===== src/rtl/cpu_step_sequencer_if.sv =====
// Sequencer bus: operator/control-unit inputs and the commit-side outputs.
// master = the side driving the button/decode flags, slave = the sequencer.
interface cpu_step_sequencer_if #(
  parameter int SW_WIDTH  = 16,
  parameter int CNT_WIDTH = 16
);
  logic                 run_mode;
  logic                 step_pulse;
  logic                 is_in;
  logic                 is_out;
  logic                 halt_in;
  logic [SW_WIDTH-1:0]  switches;
  logic                 cpu_en;
  logic [SW_WIDTH-1:0]  in_data;
  logic                 in_wait;
  logic                 out_strobe;
  logic                 halted;
  logic [2:0]           state_dbg;
  logic [CNT_WIDTH-1:0] instr_count;

  modport master (
    output run_mode, step_pulse, is_in, is_out, halt_in, switches,
    input  cpu_en, in_data, in_wait, out_strobe, halted, state_dbg, instr_count
  );

  modport slave (
    input  run_mode, step_pulse, is_in, is_out, halt_in, switches,
    output cpu_en, in_data, in_wait, out_strobe, halted, state_dbg, instr_count
  );
endinterface


===== src/rtl/cpu_step_sequencer.sv =====
// Execution sequencer for the single-cycle datapath: produces the one-cycle
// commit enable in free-run or single-step mode, stalls on IN until the
// operator confirms, and stops for good on HALT. All outputs are registered.
module cpu_step_sequencer #(
  parameter int SW_WIDTH  = 16,
  parameter int RUN_DIV   = 4,
  parameter int CNT_WIDTH = 16
) (
  input  logic                  clk,
  input  logic                  rst,
  cpu_step_sequencer_if.slave   bus
);

  localparam int               DIV_W    = $clog2(RUN_DIV);
  localparam logic [DIV_W-1:0] DIV_LAST = DIV_W'(RUN_DIV - 1);

  typedef enum logic [2:0] {
    S_IDLE      = 3'd0,
    S_EXEC      = 3'd1,
    S_WAIT_IN   = 3'd2,
    S_COMMIT_IN = 3'd3,
    S_HALT      = 3'd4
  } state_t;

  state_t               r_state;
  logic [DIV_W-1:0]     r_div;
  logic                 r_cpu_en;
  logic                 r_out_strobe;
  logic                 r_in_wait;
  logic                 r_halted;
  logic [SW_WIDTH-1:0]  r_in_data;
  logic [CNT_WIDTH-1:0] r_cnt;

  logic                 w_div_last;
  logic [DIV_W-1:0]     w_div_next;

  // Run-mode divider: counts 0..RUN_DIV-1 and wraps.
  assign w_div_last = (r_div == DIV_LAST);
  assign w_div_next = w_div_last ? '0 : r_div + 1'b1;

  // Sequencer FSM. cpu_en/out_strobe default low so every enable is one cycle.
  // While cpu_en is high no issue decision is taken, giving decode a cycle
  // to see the next instruction before the following commit.
  always_ff @(posedge clk or posedge rst) begin
    if (rst) begin
      r_state      <= S_IDLE;
      r_div        <= '0;
      r_cpu_en     <= 1'b0;
      r_out_strobe <= 1'b0;
      r_in_wait    <= 1'b0;
      r_halted     <= 1'b0;
      r_in_data    <= '0;
      r_cnt        <= '0;
    end else begin
      r_cpu_en     <= 1'b0;
      r_out_strobe <= 1'b0;
      if (r_cpu_en) r_cnt <= r_cnt + 1'b1;
      case (r_state)
        S_IDLE: begin
          if (bus.step_pulse) begin
            r_state <= S_EXEC;
            r_div   <= '0;
          end
        end
        S_EXEC: begin
          if (r_cpu_en) begin
            // commit cycle: divider keeps running in run mode, steps dropped
            r_div <= bus.run_mode ? w_div_next : '0;
          end else if (bus.halt_in) begin
            // HALT itself is never committed
            r_state  <= S_HALT;
            r_halted <= 1'b1;
          end else if (bus.is_in) begin
            r_state   <= S_WAIT_IN;
            r_in_wait <= 1'b1;
          end else if (bus.run_mode) begin
            r_div <= w_div_next;
            if (w_div_last) begin
              r_cpu_en     <= 1'b1;
              r_out_strobe <= bus.is_out;
            end
          end else begin
            r_div <= '0;
            if (bus.step_pulse) begin
              r_cpu_en     <= 1'b1;
              r_out_strobe <= bus.is_out;
            end
          end
        end
        S_WAIT_IN: begin
          // confirmation latches the switches and commits IN in COMMIT_IN
          if (bus.step_pulse) begin
            r_in_data <= bus.switches;
            r_in_wait <= 1'b0;
            r_state   <= S_COMMIT_IN;
            r_cpu_en  <= 1'b1;
          end
        end
        S_COMMIT_IN: begin
          r_state <= S_EXEC;
          r_div   <= '0;
        end
        S_HALT: begin
          r_halted <= 1'b1;
        end
        default: begin
          r_state <= S_IDLE;
        end
      endcase
    end
  end

  assign bus.cpu_en      = r_cpu_en;
  assign bus.out_strobe  = r_out_strobe;
  assign bus.in_wait     = r_in_wait;
  assign bus.halted      = r_halted;
  assign bus.in_data     = r_in_data;
  assign bus.instr_count = r_cnt;
  assign bus.state_dbg   = r_state;

endmodule


===== src/flat_wrapper.sv =====
// flat-port wrapper written by rule: the top's interface ports become plain ports
module cpu_step_sequencer_flat 
#(
  parameter int SW_WIDTH  = 16,
  parameter int RUN_DIV   = 4,
  parameter int CNT_WIDTH = 16
)
  (clk, rst, bus_run_mode, bus_step_pulse, bus_is_in, bus_is_out, bus_halt_in, bus_switches, bus_cpu_en, bus_in_data, bus_in_wait, bus_out_strobe, bus_halted, bus_state_dbg, bus_instr_count);
  cpu_step_sequencer_if #(.SW_WIDTH(SW_WIDTH), .CNT_WIDTH(CNT_WIDTH)) bus_i ();
  input  logic clk;
  input  logic rst;
  input wire logic [$bits(bus_i.run_mode)-1:0] bus_run_mode;
  input wire logic [$bits(bus_i.step_pulse)-1:0] bus_step_pulse;
  input wire logic [$bits(bus_i.is_in)-1:0] bus_is_in;
  input wire logic [$bits(bus_i.is_out)-1:0] bus_is_out;
  input wire logic [$bits(bus_i.halt_in)-1:0] bus_halt_in;
  input wire logic [$bits(bus_i.switches)-1:0] bus_switches;
  output wire logic [$bits(bus_i.cpu_en)-1:0] bus_cpu_en;
  output wire logic [$bits(bus_i.in_data)-1:0] bus_in_data;
  output wire logic [$bits(bus_i.in_wait)-1:0] bus_in_wait;
  output wire logic [$bits(bus_i.out_strobe)-1:0] bus_out_strobe;
  output wire logic [$bits(bus_i.halted)-1:0] bus_halted;
  output wire logic [$bits(bus_i.state_dbg)-1:0] bus_state_dbg;
  output wire logic [$bits(bus_i.instr_count)-1:0] bus_instr_count;
  assign bus_i.run_mode = bus_run_mode;
  assign bus_i.step_pulse = bus_step_pulse;
  assign bus_i.is_in = bus_is_in;
  assign bus_i.is_out = bus_is_out;
  assign bus_i.halt_in = bus_halt_in;
  assign bus_i.switches = bus_switches;
  assign bus_cpu_en = bus_i.cpu_en;
  assign bus_in_data = bus_i.in_data;
  assign bus_in_wait = bus_i.in_wait;
  assign bus_out_strobe = bus_i.out_strobe;
  assign bus_halted = bus_i.halted;
  assign bus_state_dbg = bus_i.state_dbg;
  assign bus_instr_count = bus_i.instr_count;
  cpu_step_sequencer #(.SW_WIDTH(SW_WIDTH), .RUN_DIV(RUN_DIV), .CNT_WIDTH(CNT_WIDTH)) u_core (.clk(clk), .rst(rst), .bus(bus_i));
endmodule

===== config.mk =====
export PLATFORM = sky130hd
export DESIGN_NAME = cpu_step_sequencer_flat
export DESIGN_NICKNAME = d
export VERILOG_FILES = /design/src/rtl/cpu_step_sequencer_if.sv /design/src/rtl/cpu_step_sequencer.sv /design/src/flat_wrapper.sv
export SDC_FILE = /design/constraint.sdc
export NUM_CORES = 1
export LEC_CHECK = 0
export CAP_MARGIN = 30
export CORE_MARGIN = 5
export CORE_UTILIZATION = 27
export CTS_BUF_LIST = sky130_fd_sc_hd__clkbuf_2 sky130_fd_sc_hd__clkbuf_4 sky130_fd_sc_hd__clkbuf_8
export DETAILED_ROUTE_END_ITERATION = 8
export GPL_ROUTABILITY_DRIVEN = 0
export SLEW_MARGIN = 10
export SYNTH_ARGS = -nofsm -noshare
export SYNTH_HDL_FRONTEND = slang
export SYNTH_SLANG_ARGS = --single-unit

===== constraint.sdc =====
create_clock -name clk -period 1.4 [get_ports clk]
set_input_delay 0.42 -clock clk [delete_from_list [all_inputs] [get_ports clk]]
set_output_delay 0.42 -clock clk [all_outputs]
set_load 0.02 [all_outputs]

==> flow_summary.yaml <==
routing:
  drt-wirelength-per-cell_um: 13.9
  ant_nets: 0
  viasPerCell: 4.40
  drtPass1Iterations: 2
  first_iter_violations: 24
  remaining_drc_errors: 0
  vias: 1409
  wirelength_mm: 4.44
clock_tree:
  root_buffer: "clkbuf_8"
  cts_max_level: 2
  clk_latency_ns: 0.29
  clk_pin_slew_ns: 0.08
  holdBufCountCts: 0
  numCtsBuffers: 5
  cts_tree: "done"
  max-clock-path-buffers: 2
  cts.sinks: 41
finish:
  final_cells: 320
  drive_gt1_share_pct: 51.9
  finalNetCount: 267
  fillers: 582
  syn2layout_area_growth_pct: 68.5
  multi_input_area_um2: 868
  regArea_um2: 1030
  diodes: 0
setup_path:
  worstPathRequired_ns: 1.58
  critical-path-slowest-cell: "dfrtp_2"
  worstPathMaxFanout: 8
  cp-start-kind: "flip-flop"
  cp_top_family: "flip-flops"
  cp-end-kind: "flip-flop"
  crit_type: "flip-flop to flip-flop"
  cp_slowest_stage_delay_ns: 0.42
  crit_chain: "nand3b_1, nor2_4, clkbuf_16, mux2_4"
  arrival_ns: 1.61
  cp_num_buf_inv: 1
pwr:
  powerDensity_nw_per_um2: 1590
  p_leak_nw: 1.53
  peakVddDrop_v: 0.000849
global_route:
  grt_pass1_vias: 1456
  grt_antenna_before_repair: 0
  grt_overflow: 0
  grtUsageTotal_pct: 10.3
  grt_pass1_wl_mm: 6.97
  grt_max_degree: 26
synthesis:
  netlist_instances: 133
  yosys-top-cells-area: "dfrtp_1 58%, mux2_2 11%, xor2_1 5.4%"
  yosysTopAreaCell: "dfrtp_1"
  ys_types: 34
  netlist_area_um2: 1780
  yosys_warnings: 0
  synth_seq_cells: 41
  ys_seq_area_share_pct: 57.6
  synth_nets: 158
  synth_top_area_share_pct: 57.6
  synth_area_per_cell_um2: 13.4
sta:
  rsz0062_at_grt: "true"
  hold_viol: 0
  worst_slack_ns: -0.0351
  post-route-min-period_ns: 1.44
  max_freq_mhz: 697
  post-route-period-util_pct: 103
  skew_ns: 0.00497
  slew_headroom_pct: 67.9
  setup_violations: 16
  tightest_slew_ns: 0.481
  slew_violations: 0
  holdWs_ns: 0.470
placed_design:
  hpwlAfterDp_mm: 2.97
  port_buffers: 61
  pre_cts_ws_ns: -0.444
  numPlacedInstances: 298
outcome:
  violations: "negative setup slack"
  outcome: "finished with violations"
flow_run:
  maxCapViolCount: 0
die:
  start_util_pct: 27.9
  core-area_um2: 6390
  die_area_um2: 8320
  fp.dieH_um: 91.2
  io_pins: 62
  rows: 29
  die_w_um: 91.2
worst_hold_path:
  hold_path.class: "flip-flop to flip-flop"
-- where the power goes --
part / switching (mW) / internal [mW] / total [mW]
clock: 0.426 / 0.534 / 0.960
sequential: 0.207 / 1.52 / 1.72
combinational: 1.01 / 1.07 / 2.08
total: 1.64 / 3.12 / 4.77
-- layer usage --
metal / vias up / global-route usage (%) / wire length (um)
li1: 703 / - / -
met1: 661 / 13.2 / 2000
met2: 39 / 15.9 / 2110
met3: 6 / 3.88 / 299
met4: 0 / 3.55 / 36
met5: - / 0 / 0
-- area by class of cell --
type                    count  area share (%)
multi-input cells          88            28.9
inverters                   2           0.250
clock buffers               5            2.29
well taps                  77            3.21
clock inverters             3            1.54
flip-flops and latches     41            34.3
repair buffers            104            29.5
-- worst register-to-register path, delay by kind of cell, from the launching register on --
family        cells  cell delay, ns
simple gates      2            0.41
flops             1            0.42
buf+inv           1            0.20
mux               1            0.30
-- cells by family (layout without fill, tap and decap cells) --
| family | Yosys count | count (layout) | synth area share (%) |
|---|---|---|---|
| adder cells (fa/ha/maj) | 2 | 2 | 1.40 |
| AND/OR/NAND/NOR | 42 | 43 | 16.3 |
| flip-flops | 41 | 41 | 57.6 |
| AO/OA/AOI/OAI | 9 | 9 | 3.58 |
| XOR/XNOR | 15 | 15 | 7.37 |
| buffers and inverters | 5 | 114 | 1.90 |
| multiplexers | 19 | 19 | 11.9 |
-- through the flow --
step | area (um^2) | setup TNS [ns] | power (mW) | utilization (%)
finish | 3000 | -0.459 | 4.77 | 47.0
global route | 3000 | -1.54 | 5.05 | 47.0
CTS | 2920 | -1.43 | 4.76 | 45.7
detailed placement | 2720 | -8.74 | 3.78 | 42.5
global placement | 2720 | -8.17 | 3.76 | 42.5
floorplan | 1790 | -1.39 | 2.75 | -
-- flip-flops by register name, indices dropped and copies added (netlist names) --
name / cells
u_core.bus.cpu_en: 1
u_core.bus.halted: 1
u_core.bus.in_data: 16
u_core.bus.in_wait: 1
u_core.bus.instr_count: 16
u_core.bus.out_strobe: 1
u_core.bus.state_dbg: 3
u_core.r_div: 2
-- what timing repair did --
action,in CTS,in global routing
setup buffers,2,9
gates cloned,1,2
gates resized for setup,117,46
pin swaps,1,11
setup endpoints to repair,57,48
-- synthesized netlist by cell type --
library cell	count
a211oi_1	1
a21o_1	1
a21oi_1	3
a22o_1	2
and2b_1	1
and3_1	3
buf_4	2
buf_6	1
dfrtp_1	41
ha_1	2
inv_1	2
mux2_2	17
mux2i_1	2
nand2_1	5
nand2b_1	1
nand3_1	1
nand3b_1	1
nand4_1	6
nand4_4	2
nand4bb_1	1
nor2_1	8
nor2_4	1
nor3_1	2
nor3b_1	1
nor4_1	4
nor4_2	1
nor4b_1	1
nor4b_2	1
o21bai_1	1
o221ai_1	1
or2_2	1
or3b_1	1
xnor2_1	4
xor2_1	11
-- layout by cell type, fill, tap and decap left out, types with 2 or more instances in the layout --
master           Yosys  layout
inv_1                2       2
clkbuf_2             0      10
mux2_2              17      10
buf_6                1       6
nor2_1               8       8
dfrtp_2              0       3
dfrtp_1             41      38
clkbuf_8             0       5
xor2_1              11      11
nor4_4               0       3
buf_12               0       2
clkdlybuf4s50_1      0      21
nand4_4              2       2
clkdlybuf4s15_1      0       2
mux2_4               0       7
and3_1               3       2
buf_4                2      33
mux2i_1              2       2
xnor2_1              4       4
buf_2                0      16
clkdlybuf4s15_2      0      12
a22o_1               2       2
nand2_1              5       5
nand4_1              6       6
a21oi_1              3       3
-- final timing paths --
path | start | to | slack [ns] | cells after the start
setup / recovery | u_core.bus.state_dbg[2] | u_core.bus.in_data[2] | -0.04 | 4
hold / removal | u_core.bus.state_dbg[2] | u_core.bus.state_dbg[1] | 0.47 | 1
setup reg to reg | u_core.bus.state_dbg[2] | u_core.bus.in_data[2] | -0.04 | 4
hold reg to reg | u_core.bus.state_dbg[2] | u_core.bus.state_dbg[1] | 0.47 | 1
max in group asynchronous | rst | u_core.bus.state_dbg[2] | 0.67 | 3
min in group asynchronous | rst | u_core.bus.instr_count[10] | 0.50 | 3
Power figures use the tool's default switching activity.
